<file path="src/rtl/keypad_pkg.sv">
`default_nettype none
// ============================================================================
// Module      : keypad_pkg
// Description : Shared types and helpers for the keypad event front end:
//               the debounce FSM state encoding, the "no key" code and the
//               key-code width helper.
// Revision    : 1.0 - initial release
// ============================================================================
package keypad_pkg;

  // Debounce FSM states; HELD and RELEASE both report the key as down.
  typedef enum logic [1:0] {
    ST_IDLE     = 2'd0,
    ST_DEBOUNCE = 2'd1,
    ST_HELD     = 2'd2,
    ST_RELEASE  = 2'd3
  } kp_state_t;

  // Code reported when no key is pressed / FIFO is empty.
  localparam int KEY_NONE = 0;

  // Key codes are 1-based, so NUM_KEYS keys need room for NUM_KEYS+1 values.
  function automatic int code_width(input int num_keys);
    return $clog2(num_keys + 1);
  endfunction

endpackage
`default_nettype wire

</file>
<file path="src/rtl/kp_event_fifo.sv">
`default_nettype none
// ============================================================================
// Module      : kp_event_fifo
// Description : Small first-word-fall-through event FIFO with full flag and
//               sticky overflow. A push into a full FIFO is dropped unless a
//               pop happens in the same cycle.
// Revision    : 1.0 - initial release
// ============================================================================
module kp_event_fifo #(
  parameter int WIDTH = 3,
  parameter int DEPTH = 4
) (
  input  logic             clk,
  input  logic             rst,
  input  logic             push,
  input  logic [WIDTH-1:0] push_data,
  input  logic             pop,
  input  logic             clr_overflow,
  output logic [WIDTH-1:0] head_data,
  output logic             valid,
  output logic             full,
  output logic             overflow
);

  localparam int PTR_W = $clog2(DEPTH);
  localparam int CNT_W = PTR_W + 1;

  logic [WIDTH-1:0] mem_q [DEPTH];
  logic [PTR_W-1:0] wr_ptr_q, wr_ptr_d;
  logic [PTR_W-1:0] rd_ptr_q, rd_ptr_d;
  logic [CNT_W-1:0] count_q, count_d;
  logic             overflow_q, overflow_d;
  logic             empty, do_push, do_pop, drop;

  // Handshake qualification, pointer/count update and sticky overflow.
  always_comb begin
    empty    = (count_q == '0);
    full     = (count_q == CNT_W'(DEPTH));
    do_pop   = pop && !empty;
    // A pop in the same cycle frees the slot a full-FIFO push needs.
    do_push  = push && (!full || do_pop);
    drop     = push && full && !do_pop;

    wr_ptr_d = do_push ? wr_ptr_q + PTR_W'(1) : wr_ptr_q;
    rd_ptr_d = do_pop  ? rd_ptr_q + PTR_W'(1) : rd_ptr_q;

    count_d  = count_q;
    case ({do_push, do_pop})
      2'b10:   count_d = count_q + CNT_W'(1);
      2'b01:   count_d = count_q - CNT_W'(1);
      default: count_d = count_q;
    endcase

    // A drop in the same cycle as a clear leaves the flag set.
    overflow_d = overflow_q;
    if (drop) begin
      overflow_d = 1'b1;
    end else if (clr_overflow) begin
      overflow_d = 1'b0;
    end
  end

  // Control state registers.
  always_ff @(posedge clk) begin
    if (rst) begin
      wr_ptr_q   <= '0;
      rd_ptr_q   <= '0;
      count_q    <= '0;
      overflow_q <= 1'b0;
    end else begin
      wr_ptr_q   <= wr_ptr_d;
      rd_ptr_q   <= rd_ptr_d;
      count_q    <= count_d;
      overflow_q <= overflow_d;
    end
  end

  // Event storage; contents are only visible while the FIFO is non-empty.
  always_ff @(posedge clk) begin
    if (do_push) begin
      mem_q[wr_ptr_q] <= push_data;
    end
  end

  assign head_data = empty ? '0 : mem_q[rd_ptr_q];
  assign valid     = !empty;
  assign overflow  = overflow_q;

endmodule
`default_nettype wire

</file>
<file path="src/rtl/keypad_event_fifo.sv">
`default_nettype none
// ============================================================================
// Module      : keypad_event_fifo
// Description : Keypad front end. Synchronises and debounces NUM_KEYS raw
//               key lines, priority-encodes the lowest pressed key to a
//               1-based code and queues one event per debounced press.
//               Optional autorepeat while a key is held is enabled by the
//               macro KEYPAD_AUTOREPEAT_EN.
// Revision    : 1.0 - initial release
// ============================================================================
module keypad_event_fifo
  import keypad_pkg::*;
#(
  parameter  int NUM_KEYS        = 4,
  parameter  int DEBOUNCE_CYCLES = 8,
  parameter  int FIFO_DEPTH      = 4,
  parameter  int REPEAT_CYCLES   = 64,
  localparam int CODE_W          = code_width(NUM_KEYS)
) (
  input  logic                clk,
  input  logic                rst,
  input  logic [NUM_KEYS-1:0] key_raw,
  input  logic                key_pop,
  input  logic                clr_overflow,
  output logic [CODE_W-1:0]   key_code,
  output logic                key_valid,
  output logic                fifo_full,
  output logic                overflow,
  output logic                key_held
);

  localparam int                CNT_W    = $clog2(DEBOUNCE_CYCLES);
  localparam logic [CNT_W-1:0]  CNT_LAST = CNT_W'(DEBOUNCE_CYCLES - 1);
  localparam logic [CODE_W-1:0] CODE_NONE = CODE_W'(KEY_NONE);

  logic [NUM_KEYS-1:0] sync1_q, sync1_d;
  logic [NUM_KEYS-1:0] sync2_q, sync2_d;
  kp_state_t           state_q, state_d;
  logic [CODE_W-1:0]   cand_q, cand_d;
  logic [CNT_W-1:0]    cnt_q, cnt_d;
  logic [CODE_W-1:0]   enc;
  logic                press_push;
  logic                rpt_push;
  logic                push_evt;

  // Two-flop synchroniser feed and lowest-index priority encoder.
  always_comb begin
    sync1_d = key_raw;
    sync2_d = sync1_q;
    enc     = CODE_NONE;
    for (int i = NUM_KEYS - 1; i >= 0; i--) begin
      if (sync2_q[i]) begin
        enc = CODE_W'(i + 1);
      end
    end
  end

  // Debounce FSM: next state, candidate code, stability counter, press push.
  always_comb begin
    state_d    = state_q;
    cand_d     = cand_q;
    cnt_d      = cnt_q;
    press_push = 1'b0;
    case (state_q)
      ST_IDLE: begin
        if (enc != CODE_NONE) begin
          cand_d  = enc;
          cnt_d   = '0;
          state_d = ST_DEBOUNCE;
        end
      end
      ST_DEBOUNCE: begin
        if (enc != cand_q) begin
          state_d = ST_IDLE;
        end else if (cnt_q == CNT_LAST) begin
          press_push = 1'b1;
          state_d    = ST_HELD;
        end else begin
          cnt_d = cnt_q + CNT_W'(1);
        end
      end
      ST_HELD: begin
        // Switching to another key while held does not start a new press.
        if (enc == CODE_NONE) begin
          cnt_d   = '0;
          state_d = ST_RELEASE;
        end
      end
      ST_RELEASE: begin
        if (enc != CODE_NONE) begin
          state_d = ST_HELD;
        end else if (cnt_q == CNT_LAST) begin
          state_d = ST_IDLE;
        end else begin
          cnt_d = cnt_q + CNT_W'(1);
        end
      end
      default: state_d = ST_IDLE;
    endcase
  end

  // Synchroniser and FSM registers.
  always_ff @(posedge clk) begin
    if (rst) begin
      sync1_q <= '0;
      sync2_q <= '0;
      state_q <= ST_IDLE;
      cand_q  <= CODE_NONE;
      cnt_q   <= '0;
    end else begin
      sync1_q <= sync1_d;
      sync2_q <= sync2_d;
      state_q <= state_d;
      cand_q  <= cand_d;
      cnt_q   <= cnt_d;
    end
  end

`ifdef KEYPAD_AUTOREPEAT_EN
  localparam int               RPT_W    = $clog2(REPEAT_CYCLES + 1);
  localparam logic [RPT_W-1:0] RPT_LAST = RPT_W'(REPEAT_CYCLES - 1);

  logic [RPT_W-1:0] rpt_cnt_q, rpt_cnt_d;

  // Repeat timer runs only while the key stays held; first repeat comes
  // REPEAT_CYCLES cycles after the initial push.
  always_comb begin
    rpt_cnt_d = '0;
    rpt_push  = 1'b0;
    if (state_q == ST_HELD && enc != CODE_NONE) begin
      if (rpt_cnt_q == RPT_LAST) begin
        rpt_push  = 1'b1;
        rpt_cnt_d = '0;
      end else begin
        rpt_cnt_d = rpt_cnt_q + RPT_W'(1);
      end
    end
  end

  // Repeat timer register.
  always_ff @(posedge clk) begin
    if (rst) begin
      rpt_cnt_q <= '0;
    end else begin
      rpt_cnt_q <= rpt_cnt_d;
    end
  end
`else
  logic unused_repeat_cfg;

  assign rpt_push          = 1'b0;
  assign unused_repeat_cfg = (REPEAT_CYCLES != 0);
`endif

  assign push_evt = press_push | rpt_push;
  assign key_held = (state_q == ST_HELD) || (state_q == ST_RELEASE);

  kp_event_fifo #(
    .WIDTH (CODE_W),
    .DEPTH (FIFO_DEPTH)
  ) u_fifo (
    .clk          (clk),
    .rst          (rst),
    .push         (push_evt),
    .push_data    (cand_q),
    .pop          (key_pop),
    .clr_overflow (clr_overflow),
    .head_data    (key_code),
    .valid        (key_valid),
    .full         (fifo_full),
    .overflow     (overflow)
  );

endmodule
`default_nettype wire

</file>
<file path="config.mk">
export PLATFORM = sky130hd
export DESIGN_NAME = keypad_event_fifo
export DESIGN_NICKNAME = d
export VERILOG_FILES = /design/src/rtl/keypad_pkg.sv /design/src/rtl/kp_event_fifo.sv /design/src/rtl/keypad_event_fifo.sv
export SDC_FILE = /design/constraint.sdc
export NUM_CORES = 1
export LEC_CHECK = 0
export ABC_CLOCK_PERIOD_IN_PS = 6600
export BUFFER_PORTS_ARGS = -buffer_cell sky130_fd_sc_hd__buf_2
export CORE_UTILIZATION = 55
export CTS_BUF_LIST = sky130_fd_sc_hd__clkbuf_2 sky130_fd_sc_hd__clkbuf_4 sky130_fd_sc_hd__clkbuf_8
export DETAILED_ROUTE_END_ITERATION = 8
export HOLD_SLACK_MARGIN = 0.08
export PLACE_DENSITY = 0.72
export SETUP_SLACK_MARGIN = 0.5
export SYNTH_ARGS = -nofsm -noshare
export SYNTH_HDL_FRONTEND = slang
export SYNTH_SLANG_ARGS = --single-unit
</file>
<file path="constraint.sdc">
create_clock -name clk -period 6.6 [get_ports clk]
set_input_delay 1.32 -clock clk [delete_from_list [all_inputs] [get_ports clk]]
set_output_delay 1.32 -clock clk [all_outputs]
set_load 0.05 [all_outputs]
</file>
==> flow_summary_export.csv, run 1 <==
group,metric,value,unit
sta,clock_skew,6.25,ps
route,vias,1110,
cells_and_area,layout-drive-gt1-share,0.222,
placement,place.port_buffers,14,
grt,grt_max_degree,26,
cells_and_area,most_frequent_cells_in_the_layout,"sky130_fd_sc_hd__dfxtp_1 (26), sky130_fd_sc_hd__buf_2 (14), sky130_fd_sc_hd__edfxtp_1 (12), sky130_fd_sc_hd__nor2_1 (11)",
floorplan,core,0.00285,mm²
sta,timing.setup.tns,0,ps
logic_synthesis,synth_edf_count,12,
logic_synthesis,dominantRegCellSynth,"sky130_fd_sc_hd__dfxtp_1",
placement,hpwl_detailed,1.85,mm
floorplan,floorplan.initialDensity,0.599,
sta,final_period_util,0.460,
setup_path,arrival,3300,ps
outcome,outcome,"finished with violations",
logic_synthesis,synth_warnings,0,
grt,first_global_vias,1006,
clock_network,cts.sinks,38,
logic_synthesis,synthDistinctLibCells,40,
min_path,worst_hold_path_type,"reg -> reg",
clock_network,clk_root_buffer_cell,"sky130_fd_sc_hd__clkbuf_4",
setup_path,critical_path_peak_fanout,9,
cells_and_area,syn_to_final_growth,7.84,%
floorplan,design.die.area,0.00333,mm²
clock_network,h-tree-depth,2,
clock_network,cts_made_buffers,5,
grt,grt_remaining_overflow,0,
route,detailedRoute.firstPassIterationCount,6,
cells_and_area,most_common_cell_after_layout_fill_and_taps_aside,"sky130_fd_sc_hd__dfxtp_1",
cells_and_area,insertedDiodeCount,0,
floorplan,top_level_ports,15,
cells_and_area,layoutNonFillerInstCount,198,
clock_network,ctsResizeCount,0,
setup_path,crit_path_cell_trace,"buf_2 -> nor2b_1 -> nor2_1 -> and2_1 -> inv_1 -> ha_1 -> inv_1 -> fa_1 -> xor2_1 -> or3_1 -> a21oi_1",
placement,gpl.final_weighted_congestion,0.790,
route,drtIter0Drc,12,
clock_network,post-cts-setup-buffer-count,0,
setup_path,cp_common_cell,"sky130_fd_sc_hd__inv_1",
placement,dpl.cell_count,190,
logic_synthesis,syn-mean-instance-area,11.2,µm²
sta,setup_viol,0,
grt,grt_usage,0.181,
grt,grt_antenna_before_repair,0,
sta,worst_slew_margin_rel,0.561,
job,max_cap_viol_count,0,
sta,hold_viol,0,
clock_network,clock_pin_slew_worst_setup_and_hold_paths,100,ps
logic_synthesis,synth.cell_area,0.00171,mm²
clock_network,clock_insertion_delay_at_the_later_pin_of_the_skew_report,330,ps
floorplan,fp.dieH,57.7,µm
setup_path,worst-endpoint-required,6860,ps
floorplan,dieWidth,57.7,µm
logic_synthesis,synth_fp_nets,168,
route,average_vias_per_placed_instance,5.61,
sta,worst-slew-pin-transition,657,ps
power_and_ir_drop,power-per-cell-area,219,mW/mm²
logic_synthesis,ys_seq_elements,38,
grt,first_pass_grt_wire_length,4.31,mm
clock_network,cts_hold_repair.buffers,0,
logic_synthesis,ys_async_sr_fraction,0,
sta,drv_slew,0,
clock_network,cts.path.max_buffers,2,
setup_path,critical-path-slowest-cell,"sky130_fd_sc_hd__fa_1",
setup_path,worst_setup_path_category,"in -> reg",
power_and_ir_drop,power.leakage,0.699,nW
cells_and_area,finalNetCount,182,
sta,rsz_0062_raised_after_global_routing,"no",
power_and_ir_drop,ir_drop,0.139,mV
route,drt.antenna.violating_nets,0,
setup_path,critical_path.max_stage_delay,430,ps
floorplan,placement_rows,19,
route,wl_per_cell,12.6,µm
route,detail_route.drc_violations,1,
setup_path,critPathCaptureType,"flop",
setup_path,critical_path.startpoint_type,"input port",
outcome,violated_checks,"design-rule violations",
logic_synthesis,netlist_instances,152,
logic_synthesis,yosysSeqAreaShare,0.516,
sta,layout_min_cycle_time,3040,ps
clock_network,clock_tree_from_tritoncts,"done",
route,finalWirelength,2.49,mm
sta,timing.fmax,0.329,GHz
-- power by group --
group	total, mW	internal [mW]	switching, mW
Sequential	0.253	0.246	0.00660
Clock	0.123	0.0548	0.0685
Combinational	0.0267	0.0117	0.0149
Total	0.403	0.313	0.0901
-- sequential cells by signal, summed over array words and instances, names as in the netlist, named ones only --
register         flops
u_fifo.mem_q        12
sync1_q              4
sync2_q              4
cand_q               3
cnt_q                3
u_fifo.count_q       3
state_q              2
u_fifo.rd_ptr_q      2
u_fifo.wr_ptr_q      2
u_fifo.overflow      1
-- per-layer routing --
layer / vias up / global-route usage / wire [µm]
met2: 19 / 0.302 / 1280
met1: 510 / 0.188 / 1090
met4: 0 / 0.0986 / 31
met5: - / 0 / 0
met3: 4 / 0.0871 / 97
li1: 577 / - / -
-- synthesized netlist by cell type (2+ instances only) --
| cell | number | area, µm² |
|---|---|---|
| sky130_fd_sc_hd__dfxtp_1 | 26 | 521 |
| sky130_fd_sc_hd__a21oi_2 | 3 | 26.3 |
| sky130_fd_sc_hd__o2111ai_1 | 3 | 26.3 |
| sky130_fd_sc_hd__nand3_1 | 5 | 25.0 |
| sky130_fd_sc_hd__a211oi_1 | 2 | 15.0 |
| sky130_fd_sc_hd__nand2_1 | 2 | 7.51 |
| sky130_fd_sc_hd__a21oi_1 | 10 | 50.1 |
| sky130_fd_sc_hd__nand2b_1 | 2 | 12.5 |
| sky130_fd_sc_hd__nor2b_1 | 10 | 62.6 |
| sky130_fd_sc_hd__and3_1 | 4 | 25.0 |
| sky130_fd_sc_hd__ha_1 | 7 | 87.6 |
| sky130_fd_sc_hd__inv_1 | 9 | 33.8 |
| sky130_fd_sc_hd__or3_1 | 3 | 18.8 |
| sky130_fd_sc_hd__clkbuf_1 | 5 | 18.8 |
| sky130_fd_sc_hd__o21ai_0 | 4 | 20.0 |
| sky130_fd_sc_hd__nand3_2 | 2 | 20.0 |
| sky130_fd_sc_hd__xor2_1 | 4 | 35.0 |
| sky130_fd_sc_hd__mux4_2 | 3 | 67.6 |
| sky130_fd_sc_hd__edfxtp_1 | 12 | 360 |
| sky130_fd_sc_hd__a21o_2 | 2 | 17.5 |
| sky130_fd_sc_hd__and2_1 | 5 | 31.3 |
| sky130_fd_sc_hd__nor2_1 | 11 | 41.3 |
-- cells by family after synthesis --
| group | Yosys count | synth area share |
|---|---|---|
| and+or+nand+nor | 51 | 0.185 |
| muxes | 4 | 0.0462 |
| buffers and inverters | 16 | 0.0403 |
| AOI/OAI and AO/OA | 30 | 0.125 |
| adders and majority gates | 8 | 0.0630 |
| xor gates and xnor gates | 5 | 0.0256 |
| DFF | 38 | 0.516 |
-- final timing paths --
kind                                        startpoint                             end  slack [ps]  cells past startpoint
worst max register to register  cand_q[1]$_SDFFE_PP0P_  u_fifo.count_q[2]$_SDFFE_PP0P_        3590                     11
worst min register to register   sync1_q[0]$_SDFF_PP0_           sync2_q[0]$_SDFF_PP0_         450                      1
worst max-delay path                           key_pop  u_fifo.count_q[2]$_SDFFE_PP0P_        3560                     11
worst min-delay path             sync1_q[0]$_SDFF_PP0_           sync2_q[0]$_SDFF_PP0_         450                      1
-- area by class of cell --
class	count	area [µm²]
Timing Repair Buffer	14	70.1
Clock buffer	8	60.1
Sequential cell	38	881
Multi-Input combinational cell	98	758
Fill cell	246	1010
Inverter	9	33.8
Tap cell	31	38.8
-- through the flow --
stage          setup WS (ps)  total power [mW]  instance area (µm²)   util  hold slack, ps
4_1_cts                 3570             0.409                 1840  0.646             455
5_1_grt                 3360             0.424                 1840  0.646             459
3_5_place_dp            3220             0.285                 1780  0.625             429
6_report                3560             0.403                 1840  0.646             449
2_1_floorplan           3160             0.279                 1710      -             414
3_3_place_gp            3340             0.284                 1780  0.625             417
-- critical path: cells and delay by family --
kind                       cells  cell delay [ps]
and+or+nand+nor                4              860
adders and majority gates      2              600
xor gates and xnor gates       1              160
AOI/OAI and AO/OA              1              150
buffers and inverters          3              220
(Power assumes the default switching activity.)
==> inputs of run 2 (changes only) <==
ABC_CLOCK_PERIOD_IN_PS = 2850   (was 6600)
clock period = 2.85 ns   (was 6.6 ns; I/O delays follow)
==> run 2 against run 1 <==
The run now ends clean. Setup slack got worse by 3200 ps. Worst hold slack lost 18 ps. Clock power increased by 120%. Via count is 4.1% higher. First-iteration DRC count increased by 83%. Critical path depth unchanged. Sequential share of layout area shrank 2.5 points. Design area increased by 7.5%. Cell count is 4.5% higher. Largest cell class unchanged. Total power up 130%.
==> flow_summary_export.csv, run 2 (same netlist as run 1, synthesis figures left out) <==
group,metric,value,unit
placement,place.port_buffers,14,
floorplan,dieWidth,57.7,µm
placement,hpwl_detailed,1.88,mm
sta,drv_slew,0,
sta,setup_ws,387,ps
cells_and_area,layoutNonFillerInstCount,207,
grt,grt_remaining_overflow,0,
floorplan,fp.dieH,57.7,µm
floorplan,design.die.area,0.00333,mm²
power_and_ir_drop,power.leakage,0.754,nW
setup_path,arrival,2740,ps
clock_network,clock_insertion_delay_at_the_later_pin_of_the_skew_report,340,ps
placement,gpl.final_weighted_congestion,0.786,
sta,clock_skew,8.57,ps
sta,hold_viol,0,
route,drtIter0Drc,22,
clock_network,h-tree-depth,2,
clock_network,cts.path.max_buffers,2,
clock_network,clk_root_buffer_cell,"sky130_fd_sc_hd__clkbuf_4",
setup_path,worstReg2RegStart,"cand_q[1]$_SDFFE_PP0P_",
power_and_ir_drop,power-per-cell-area,475,mW/mm²
grt,grt_antenna_before_repair,0,
clock_network,cts_made_buffers,5,
sta,worst-slew-pin-transition,552,ps
grt,grt_usage,0.188,
sta,timing.setup.tns,0,ps
setup_path,worst-endpoint-required,3130,ps
setup_path,cp-startpoint,"cand_q[1]$_SDFFE_PP0P_",
min_path,hp-start,"key_raw[2]",
sta,layout_min_cycle_time,2460,ps
route,dr_top_layer,"met4",
cells_and_area,register_with_the_highest_flop_count,"u_fifo.mem_q",
cells_and_area,filler_cell_count,231,
sta,worst_slew_margin_rel,0.630,
min_path,worstHoldEndpoint,"sync1_q[2]$_SDFF_PP0_",
min_path,worst_hold_path_type,"in -> reg",
route,average_vias_per_placed_instance,5.58,
sta,hold_slack,432,ps
floorplan,core,0.00285,mm²
setup_path,critical_path_peak_fanout,3,
floorplan,top_level_ports,15,
setup_path,critical_path.reg2reg.endpoint,"u_fifo.count_q[2]$_SDFFE_PP0P_",
power_and_ir_drop,ir_drop,0.331,mV
setup_path,worst_setup_path_category,"reg -> reg",
route,route.layer.met1.wl,1.24,mm
cells_and_area,largest_reg_flops,12,
setup_path,critical_path.startpoint_type,"flop",
cells_and_area,largestRegisters,"u_fifo.mem_q x12, sync1_q x4, sync2_q x4",
setup_path,timing.reg2reg.setup_slack,390,ps
route,detail_route.drc_violations,0,
route,detailedRoute.firstPassIterationCount,4,
floorplan,floorplan.initialDensity,0.599,
grt,grt_max_degree,26,
setup_path,critPathCaptureType,"flop",
floorplan,placement_rows,19,
placement,placement.cell_area,0.00183,mm²
setup_path,timing.reg2reg.worst_path_depth,11,
cells_and_area,most_frequent_cells_in_the_layout,"sky130_fd_sc_hd__dfxtp_1 (19), sky130_fd_sc_hd__buf_2 (14), sky130_fd_sc_hd__edfxtp_1 (12), sky130_fd_sc_hd__nor2_1 (10), sky130_fd_sc_hd__a21oi_1 (10)",
cells_and_area,layout-drive-gt1-share,0.358,
outcome,outcome,"complete, no violations",
clock_network,clock_pin_slew_worst_setup_and_hold_paths,110,ps
clock_network,clock_tree_from_tritoncts,"done",
route,route.met2.wl,1.48,mm
route,finalWirelength,2.87,mm
cells_and_area,insertedDiodeCount,0,
cells_and_area,final_cell_area,0.00198,mm²
grt,first_pass_grt_wire_length,4.54,mm
route,vias,1156,
sta,setup_viol,0,
cells_and_area,finalNetCount,191,
route,routed_met3_length,117,µm
sta,rsz_0062_raised_after_global_routing,"yes",
clock_network,cts_hold_repair.buffers,0,
clock_network,cts.sinks,38,
job,max_cap_viol_count,0,
route,drt.antenna.violating_nets,0,
min_path,hold_depth,2,
placement,dpl.cell_count,191,
grt,first_global_vias,1071,
cells_and_area,most_common_cell_after_layout_fill_and_taps_aside,"sky130_fd_sc_hd__dfxtp_1",
route,wl_per_cell,13.9,µm
sta,timing.fmax,0.406,GHz
placement,placement.setup.worst_slack,296,ps
sta,final_period_util,0.864,
cells_and_area,syn_to_final_growth,16.0,%
-- run 2: cell count changes in the layout (fill, tap and decap cells not counted), moves of 2 or more --
cell                       before  now
sky130_fd_sc_hd__buf_4          0    9
sky130_fd_sc_hd__dfxtp_1       26   19
sky130_fd_sc_hd__dfxtp_2        0    4
sky130_fd_sc_hd__dfxtp_4        0    3
sky130_fd_sc_hd__clkbuf_4       8    6
sky130_fd_sc_hd__clkinv_2       0    2
sky130_fd_sc_hd__ha_1           7    5
sky130_fd_sc_hd__ha_2           0    2
-- run 2: repair_timing --
action,in CTS,in global routing
pin swaps,4,5
resized for setup,5,5
setup buffers,5,3
setup endpoints to repair,2,2
-- run 2: per-layer routing --
layer	up-vias	GRT usage
met5	-	0
met1	537	0.206
li1	588	-
met2	27	0.331
met4	0	0.0816
met3	4	0.0670
-- run 2: per-stage QoR --
stage           util  total power, mW
6_report       0.694            0.941
5_1_grt        0.694            0.978
4_1_cts        0.678            0.938
3_5_place_dp   0.640            0.663
3_3_place_gp   0.640            0.661
2_1_floorplan      -            0.646
-- run 2: cell type report --
| class | count | area (µm²) | area share |
|---|---|---|---|
| clock inverter | 2 | 10.0 | 0.00505 |
| sequential | 38 | 897 | 0.453 |
| timing repair buffer | 23 | 138 | 0.0695 |
| clock buffer | 6 | 45.0 | 0.0227 |
| tap | 31 | 38.8 | 0.0196 |
| inverter | 9 | 33.8 | 0.0171 |
| multi-input combinational | 98 | 818 | 0.413 |
-- run 2: power by group --
group          switching (mW)  internal (mW)
sequential             0.0155          0.569
combinational          0.0428         0.0404
clock                   0.170          0.103
-- run 2: worst max path at each step --
stage / depth (start not counted) / slack, ps / endpoint
finish: 11 / 390 / u_fifo.count_q[2]$_SDFFE_PP0P_
global route: 11 / 240 / u_fifo.count_q[2]$_SDFFE_PP0P_
CTS: 11 / 400 / u_fifo.count_q[2]$_SDFFE_PP0P_
detailed placement: 11 / 300 / u_fifo.count_q[2]$_SDFFE_PP0P_
global placement: 11 / 410 / u_fifo.count_q[2]$_SDFFE_PP0P_
floorplan: 11 / 300 / u_fifo.count_q[2]$_SDFFE_PP0P_
-- run 2: worst max-delay path, stage by stage (launching register included) --
cell and delay [ps]:
sky130_fd_sc_hd__dfxtp_4 360, sky130_fd_sc_hd__or3_1 360, sky130_fd_sc_hd__a211o_1 300, sky130_fd_sc_hd__a211oi_2 260
sky130_fd_sc_hd__and2_1 150, sky130_fd_sc_hd__inv_1 40, sky130_fd_sc_hd__ha_2 170, sky130_fd_sc_hd__inv_2 50
sky130_fd_sc_hd__fa_2 180, sky130_fd_sc_hd__xor2_1 70, sky130_fd_sc_hd__or3_1 340, sky130_fd_sc_hd__a21oi_1 130
